==> src/rtl/pipe_skid_reg.sv <==
`default_nettype none
// ============================================================================
//  Module   : pipe_skid_reg
//  Brief    : One-cycle pipeline register with valid/ready handshake, bubble
//             insertion on stall and flush. Define PIPE_SKID_EN to add a skid
//             entry that lets in_ready come straight from a flop.
//  Revision : 1.0 - initial release
// ============================================================================
module pipe_skid_reg #(
    parameter int                DATA_W  = 160,
    parameter logic [DATA_W-1:0] NOP_VAL = '0
) (
    input  logic              clk_in,
    input  logic              rst_in,
    input  logic              flush_in,
    input  logic              in_valid,
    output logic              in_ready,
    input  logic [DATA_W-1:0] in_data,
    output logic              out_valid,
    input  logic              out_ready,
    output logic [DATA_W-1:0] out_data,
    output logic [1:0]        count_out
);

    typedef enum logic [1:0] {
        S_EMPTY = 2'd0,
        S_ONE   = 2'd1,
        S_TWO   = 2'd2
    } state_t;

    state_t            r_state;
    state_t            w_state_nxt;
    logic [DATA_W-1:0] r_main;
    logic              w_accept;
    logic              w_pop;
    logic              w_main_ld;

`ifdef PIPE_SKID_EN
    logic [DATA_W-1:0] r_skid;
    logic              r_in_ready;
    logic              w_skid_ld;
    logic              w_main_from_skid;

    assign in_ready = r_in_ready;
`else
    // Pass-through ready: the single entry may be replaced in the cycle it pops.
    assign in_ready = !out_valid || out_ready;
`endif

    assign out_valid = (r_state != S_EMPTY);
    assign out_data  = out_valid ? r_main : NOP_VAL;
    assign count_out = r_state;

    assign w_accept  = in_valid && in_ready;
    assign w_pop     = out_valid && out_ready;

    always_comb begin
        w_state_nxt      = r_state;
        w_main_ld        = 1'b0;
`ifdef PIPE_SKID_EN
        w_skid_ld        = 1'b0;
        w_main_from_skid = 1'b0;
`endif
        if (flush_in) begin
            w_state_nxt = S_EMPTY;
        end else begin
            case (r_state)
                S_EMPTY: begin
                    if (w_accept) begin
                        w_state_nxt = S_ONE;
                        w_main_ld   = 1'b1;
                    end
                end
                S_ONE: begin
                    if (w_accept && w_pop) begin
                        w_main_ld = 1'b1;
                    end else if (w_pop) begin
                        w_state_nxt = S_EMPTY;
                    end
`ifdef PIPE_SKID_EN
                    else if (w_accept) begin
                        w_state_nxt = S_TWO;
                        w_skid_ld   = 1'b1;
                    end
`endif
                end
`ifdef PIPE_SKID_EN
                S_TWO: begin
                    if (w_pop) begin
                        w_state_nxt      = S_ONE;
                        w_main_from_skid = 1'b1;
                    end
                end
`endif
                default: begin
                    w_state_nxt = S_EMPTY;
                end
            endcase
        end
    end

    always_ff @(posedge clk_in or posedge rst_in) begin
        if (rst_in) begin
            r_state <= S_EMPTY;
            r_main  <= NOP_VAL;
        end else begin
            r_state <= w_state_nxt;
            if (flush_in) begin
                r_main <= NOP_VAL;
            end
`ifdef PIPE_SKID_EN
            else if (w_main_from_skid) begin
                r_main <= r_skid;
            end
`endif
            else if (w_main_ld) begin
                r_main <= in_data;
            end
        end
    end

`ifdef PIPE_SKID_EN
    always_ff @(posedge clk_in or posedge rst_in) begin
        if (rst_in) begin
            r_skid     <= NOP_VAL;
            r_in_ready <= 1'b1;
        end else begin
            r_in_ready <= (w_state_nxt != S_TWO);
            if (flush_in || w_main_from_skid) begin
                r_skid <= NOP_VAL;
            end else if (w_skid_ld) begin
                r_skid <= in_data;
            end
        end
    end
`endif

endmodule
`default_nettype wire
==> config.mk <==
export PLATFORM = sky130hd
export DESIGN_NAME = pipe_skid_reg
export DESIGN_NICKNAME = d
export VERILOG_FILES = /design/src/rtl/pipe_skid_reg.sv
export SDC_FILE = /design/constraint.sdc
export NUM_CORES = 1
export LEC_CHECK = 0
export CAP_MARGIN = 20
export CORE_UTILIZATION = 49
export DETAILED_ROUTE_END_ITERATION = 7
export GPL_TIMING_DRIVEN = 0
export PLACE_DENSITY = 0.95
export SYNTH_ARGS = -nofsm -noshare
export SYNTH_HDL_FRONTEND = slang
export SYNTH_SLANG_ARGS = --single-unit
==> constraint.sdc <==
create_clock -name clk_in -period 10.2 [get_ports clk_in]
set_clock_uncertainty 0.2 [all_clocks]
set_input_delay 2.55 -clock clk_in [delete_from_list [all_inputs] [get_ports clk_in]]
set_output_delay 2.55 -clock clk_in [all_outputs]
set_load 0.1 [all_outputs]
* Word level (Yosys, flattened, before mapping)
Index checks and enable logic that the tools add are counted.
** Storage, ports and cells
- Logic and storage cells :: 27
- Flip-flop bits (word level) :: 162
- Bits of input ports :: 165
** Cells by class
- Multiplexer cells :: 12
- Reductions and logical operators :: 9
- Equality and inequality tests :: 4
** Operators by type and width (number)
- two-way mux 160 bit :: 3
- != test 3 bit, second input constant :: 3
- two-way mux 2 bit :: 4
- case mux 2 bit (2 select lines) :: 1
- nonzero test 2 bit :: 2
- logical AND 1 bit :: 3
- two-way mux 1 bit :: 3
- AND reduction 3 bit :: 1
- equality test 2 x 1 -> 1 bit, second input constant :: 1
- zero test 2 bit :: 1
- case mux 1 bit (2 select lines) :: 1
- zero test 1 bit :: 1
- logical OR 1 bit :: 1

* Logic depth before layout (Yosys ltp)
Gate-level depths: netlist (run 1).
- Depth after elaboration :: 10
- Gate-level depth with buffers :: 7

* Worst setup path before layout (run 1)
No wires, ideal clock.
- Path type :: input -> output
- From :: input out_ready
- To :: output in_ready
- Data arrival time :: 3.363 ns
- Slack :: 4.087 ns
- Stages :: 4
- Cells stage by stage :: nand2b_1 buf_6 buf_6 buf_2
** Between the ends
- Word-level cells in the longest chain between the ends :: 1
** Ends and longest elaborated chain
- start, declared :: line 20 : input logic out_ready,
- logical OR 1 bit :: line 47 : assign in_ready = !out_valid || out_ready;
- end, declared :: line 17 : output logic in_ready,
No other way between the ends.

* Worst setup path after layout (run 1)
Same ends and word-level chain as after synthesis.

==> results of run 1 <==
## worst max-delay path, stage by stage
cell and delay, ns:
clkdlybuf4s50_1 0.44, nand2b_1 0.11, buf_6 0.14, buf_6 0.17, buf_2 0.25, clkdlybuf4s50_1 1.20
## area by class of cell
type	instances	area, um^2
multi-input combinational	643	4220
antenna	1	2.50
sequential	161	4030
tap	225	282
clock inverter	11	116
buffer	110	567
fill	1205	4470
inverter	2	15.0
clock buffer	20	437
timing repair buffer	326	3280
## cell usage after synthesis
| cell type | instances | area [um^2] |
|---|---|---|
| inv_1 | 2 | 7.51 |
| buf_1 | 10 | 37.5 |
| conb_1 | 1 | 3.75 |
| and2_1 | 160 | 1000 |
| nand2b_1 | 1 | 6.26 |
| dfrtp_1 | 161 | 4030 |
| buf_4 | 4 | 30.0 |
| buf_6 | 15 | 169 |
| a21bo_1 | 118 | 1180 |
| clkbuf_1 | 60 | 225 |
| buf_2 | 21 | 105 |
| nand3_1 | 160 | 801 |
| a21oi_1 | 161 | 806 |
| a21bo_2 | 42 | 420 |
## power by group
part	switching (W)	internal (W)	leakage, nW
Clock	0.000262	0.000357	0.265
Combinational	0.000256	0.000151	3.03
Sequential	0.0000169	0.000674	2.16
Total	0.000534	0.00118	5.45
## state kept, by name (all words and copies together), names as in the netlist
register and count:
count_out 1, r_main 160
## final timing paths
kind                                                from                      end
worst max register to register  count_out[0]$_DFFE_PP0P_   r_main[94]$_DFFE_PP0P_
worst max-delay path                           out_ready                 in_ready
max in group asynchronous                         rst_in  r_main[154]$_DFFE_PP0P_
worst min-delay path              r_main[49]$_DFFE_PP0P_   r_main[49]$_DFFE_PP0P_
worst min register to register    r_main[49]$_DFFE_PP0P_   r_main[49]$_DFFE_PP0P_
min in group asynchronous                         rst_in  r_main[109]$_DFFE_PP0P_
## layer usage
metal | global-route usage [%] | vias to the layer above | wire length (um)
li1 | - | 3847 | -
met1 | 37.5 | 4139 | 11200
met2 | 53.7 | 395 | 14400
met3 | 9.06 | 75 | 2660
met4 | 14.4 | 0 | 1030
met5 | 0 | - | 0
## stage by stage
stage | total power [W] | cell area (um^2)
finish | 0.00172 | 12900
global placement | 0.00109 | 12400
CTS | 0.00172 | 12900
floorplan | 0.000958 | 8820
detailed placement | 0.00111 | 12400
global route | 0.00177 | 12900
## kinds of logic after synthesis
group / after synthesis
flip-flops: 161
AND/OR/NAND/NOR: 321
AO/OA/AOI/OAI: 321
buffers and inverters: 112
other: 1
==> flow_metrics.tcl, run 1 <==
set metrics [dict create \
    slew_violations 0 \
    synth_adder_area_share_pct 0 \
    period_needed_ns 7.63 \
    gp_congestion 0.889 \
    placedCellCount 1467 \
    post-dp-hpwl_um 21100 \
    required_ns 7.45 \
    power.leakage_nw 5.45 \
    post-route-util_pct 74.3 \
    ys_warn_count 0 \
    timing.final.ws_setup_ns 2.57 \
    most-common-layout-cells "325 x clkdlybuf4s50_1, 161 x a21oi_1, 161 x dfrtp_1, 160 x nand3_1, 160 x and2_1" \
    numCtsBuffers 17 \
    port_buffers 325 \
    synthCells 916 \
    startpoint_type "input port" \
    die_h_um 136 \
    hold_path_class "flop to flop" \
    r2r.worst_path.cells 7 \
    synth_area_per_cell_um2 9.63 \
    worst-path-max-fanout 10 \
    num_rows 48 \
    irDropWorstVdd_mv 0.117 \
    wire_per_inst_um 19.6 \
    nets 1426 \
    viasPerCell 5.64 \
    grt_max_degree 86 \
    core_mm2 0.0174 \
    synth_mux_area_share_pct 0 \
    tritoncts "built" \
    grt_overflow_total 0 \
    first_pass_iters 6 \
    cp-end-kind "primary output" \
    finalHoldViolCount 0 \
    max_freq_mhz 131 \
    final_layout_size_suffix_gt1_share_pct 8.80 \
    cts_root_buf "clkbuf_16" \
    worstSetupPathType "input port to primary output" \
    cts.hold.buffers_added 0 \
    antenna_found_initial 1 \
    rsz0062_at_grt "no" \
    track_usage_pct 31.8 \
    htree_levels 4 \
    synth-xor-area-share_pct 0 \
    post-route-period-util_pct 74.8 \
    mostFrequentLayoutCell "clkdlybuf4s50_1" \
    setup_viol 0 \
    clockBufferDepth 2 \
    cts_resized 0 \
    syn_area_mm2 0.00882 \
    pre_cts_ws_ns 2.60 \
    synth_top_family_by_area "compound AO/OA/AOI/OAI gates" \
    grt_pass1_wl_um 45000 \
    relSlewSlack_pct 28.3 \
    ant_nets 0 \
    arrival_ns 4.88 \
    area_growth_pct 46.8 \
    start_util_pct 50.7 \
    rrSetupSlack_ns 8.27 \
    syn_nets 1081 \
    min_delay_path_depth 2 \
    max_slew.worst_pin.slew_ns 1.07 \
    pwr_density_cell_mw_per_mm2 133 \
    synth_seq_area_share_pct 45.7 \
    hold_ws_ns 0.433 \
    io_pins 329 \
    drtIter0Drc 526 \
    ys_ff_latch 161 \
    synth-simple-area-share_pct 20.5 \
    dieArea_mm2 0.0185 \
    post_cts_buffers 0 \
    outcome "complete, no violations" \
    cts.sinks 161 \
    cap_viol_max_count 0 \
    vias 8456 \
    fin_tns_setup_ns 0 \
    die_width_um 136 \
    synth_cell_types 14 \
    grt_pass1_vias 8490 \
    synth_compound_area_share_pct 27.3 \
    drc 0 \
    wl_um 29400 \
    stdcell_count 1499 \
    cts.clk_slew.worst_paths_ns 0.07 \
    clk_latency_ns 0.42 \
]
(Power assumes the default switching activity.)
==> inputs of run 2 (changes only) <==
CORE_UTILIZATION = 45   (was 49)
PLACE_DENSITY = 0.91   (was 0.95)
clock period = 7.95 ns   (was 10.2 ns; I/O delays follow)
==> flow_metrics.tcl, run 2 (synthesized netlist as in run 1, its figures left out) <==
set metrics [dict create \
    outcome "complete, no violations" \
    vias 8334 \
    wl_um 29100 \
    startpoint_type "input port" \
    finalHoldViolCount 0 \
    numCtsBuffers 17 \
    num_antenna_cells 0 \
    grt_max_degree 84 \
    hold_path_class "flop to flop" \
    cts.hold.buffers_added 0 \
    antenna_found_initial 0 \
    cap_viol_max_count 0 \
    power.leakage_nw 5.45 \
    irDropWorstVdd_mv 0.140 \
    die_h_um 142 \
    grt_pass1_vias 8515 \
    cts_root_buf "clkbuf_16" \
    mostFrequentLayoutCell "clkdlybuf4s50_1" \
    largest_reg_flops 160 \
    tritoncts "built" \
    io_pins 329 \
    rsz0062_at_grt "no" \
    dieArea_mm2 0.0202 \
    power_frac_comb_pct 23.3 \
    max_freq_mhz 154 \
    nets 1426 \
    track_usage_pct 28.9 \
    post-dp-hpwl_um 21200 \
    first_pass_iters 5 \
    ant_nets 0 \
    clockBufferDepth 2 \
    crit_chain "clkdlybuf4s50_1 > nand2b_1 > buf_6 > buf_6 > buf_2 > clkdlybuf4s50_1" \
    multi_input_area_mm2 0.00422 \
    clkPwrFrac_pct 37.1 \
    placedCellCount 1502 \
    r2r_start "count_out[0]$_DFFE_PP0P_" \
    setup_viol 0 \
    htree_levels 4 \
    core_mm2 0.0190 \
    wire_per_inst_um 18.9 \
    max_slew.worst_pin.slew_ns 1.05 \
    start_util_pct 46.5 \
    post-route-period-util_pct 81.7 \
    period_needed_ns 6.50 \
    area_growth_pct 47.6 \
    arrival_ns 4.31 \
    num_rows 50 \
    stdcell_count 1534 \
    worst-path-max-fanout 10 \
    most-common-layout-cells "325 x clkdlybuf4s50_1, 161 x a21oi_1, 161 x dfrtp_1, 160 x nand3_1, 160 x and2_1" \
    switching_power_w 0.000712 \
    pwr_density_cell_mw_per_mm2 172 \
    hold_start "r_main[159]$_DFFE_PP0P_" \
    cp_num_buf_inv 5 \
    seqCellArea_mm2 0.00403 \
    endpoint "in_ready" \
    post_cts_buffers 0 \
    worstSetupPathType "input port to primary output" \
    drc 0 \
    port_buffers 325 \
    rrSetupSlack_ns 6.06 \
    cpLargestDelayFamily "buffers and inverters" \
    die_width_um 142 \
    slew_violations 0 \
    required_ns 5.76 \
    fillerInstances 1444 \
    drtIter0Drc 532 \
    cp_slowest_cell "clkdlybuf4s50_1" \
    hold_ws_ns 0.433 \
    grt_overflow_total 0 \
    max_stage_delay_ns 1.21 \
    gp_congestion 0.839 \
    power_frac_seq_pct 39.6 \
    regMostFlops "r_main" \
    p_int_w 0.00152 \
    cp.depth 6 \
    final_layout_size_suffix_gt1_share_pct 9.11 \
    cp-startpoint "out_ready" \
    swShare_pct 31.8 \
    r2r.worst_path.cells 7 \
    cp-end-kind "primary output" \
    cts_resized 0 \
    viasPerCell 5.43 \
    relSlewSlack_pct 30.0 \
    grt_pass1_wl_um 45100 \
    cts.sinks 161 \
    cts.clk_slew.worst_paths_ns 0.06 \
    r2r-end "r_main[131]$_DFFE_PP0P_" \
    clk_latency_ns 0.42 \
]
-- run 2: changes by cell type in the layout (fill, tap and decap cells not counted), sizes merged --
cell      before  now
clkinv         6    3
clkbuf        80   77
inv            2    7
clkinvlp       3    5
diode          1    0
-- run 2: worst min-delay path by stage --
stage | end | slack, ns | depth (start not counted)
after floorplan | r_main[0]$_DFFE_PP0P_ | 0.41 | 2
after global placement | r_main[36]$_DFFE_PP0P_ | 0.42 | 2
after detailed placement | r_main[5]$_DFFE_PP0P_ | 0.42 | 2
after CTS | r_main[53]$_DFFE_PP0P_ | 0.44 | 2
after global routing | r_main[97]$_DFFE_PP0P_ | 0.45 | 2
final | r_main[159]$_DFFE_PP0P_ | 0.43 | 2
-- run 2: final cells by class --
| class | count | area share [%] |
|---|---|---|
| Buffer | 110 | 4.35 |
| Clock buffer | 17 | 3.27 |
| Clock inverter | 15 | 1.20 |
| Inverter | 2 | 0.115 |
| Multi-Input combinational cell | 643 | 32.4 |
| Sequential cell | 161 | 30.9 |
| Tap cell | 260 | 2.50 |
| Timing Repair Buffer | 326 | 25.2 |
-- run 2: routing by layer --
layer | GRT usage, % | wire [um]
met1 | 34.8 | 11400
met2 | 48.0 | 14000
met3 | 8.18 | 2430
met4 | 13.4 | 1150
met5 | 0 | 0
-- run 2: metrics by stage --
stage / utilization, % / instance area [um^2] / setup WS, ns / power (W) / TNS [ns]
after floorplan: - / 8820 / 1.41 / 0.00123 / 0
after global placement: 65.4 / 12400 / -0.755 / 0.00141 / -119.33
after detailed placement: 65.6 / 12400 / 1.46 / 0.00142 / 0
after CTS: 68.7 / 13000 / 1.45 / 0.00224 / 0
after global routing: 68.7 / 13000 / 1.36 / 0.00231 / 0
final: 68.7 / 13000 / 1.45 / 0.00224 / 0
-- run 2: worst register-to-register path, stage by stage (launching register included) --
cell and delay [ns]:
dfrtp_1 0.41, buf_4 0.20, nand2b_1 0.10, buf_6 0.14, buf_4 0.22, buf_2 0.26
nand3_1 0.13, a21oi_1 0.17
-- run 2: power by group through the flow --
stage | logic, W | clock network [W] | registers (W)
after global routing | 0.000551 | 0.000873 | 0.000889
final | 0.000521 | 0.000830 | 0.000885
after global placement | 0.000509 | 0 | 0.000897
after detailed placement | 0.000519 | 0 | 0.000899
after CTS | 0.000522 | 0.000836 | 0.000884
after floorplan | 0.000336 | 0 | 0.000894
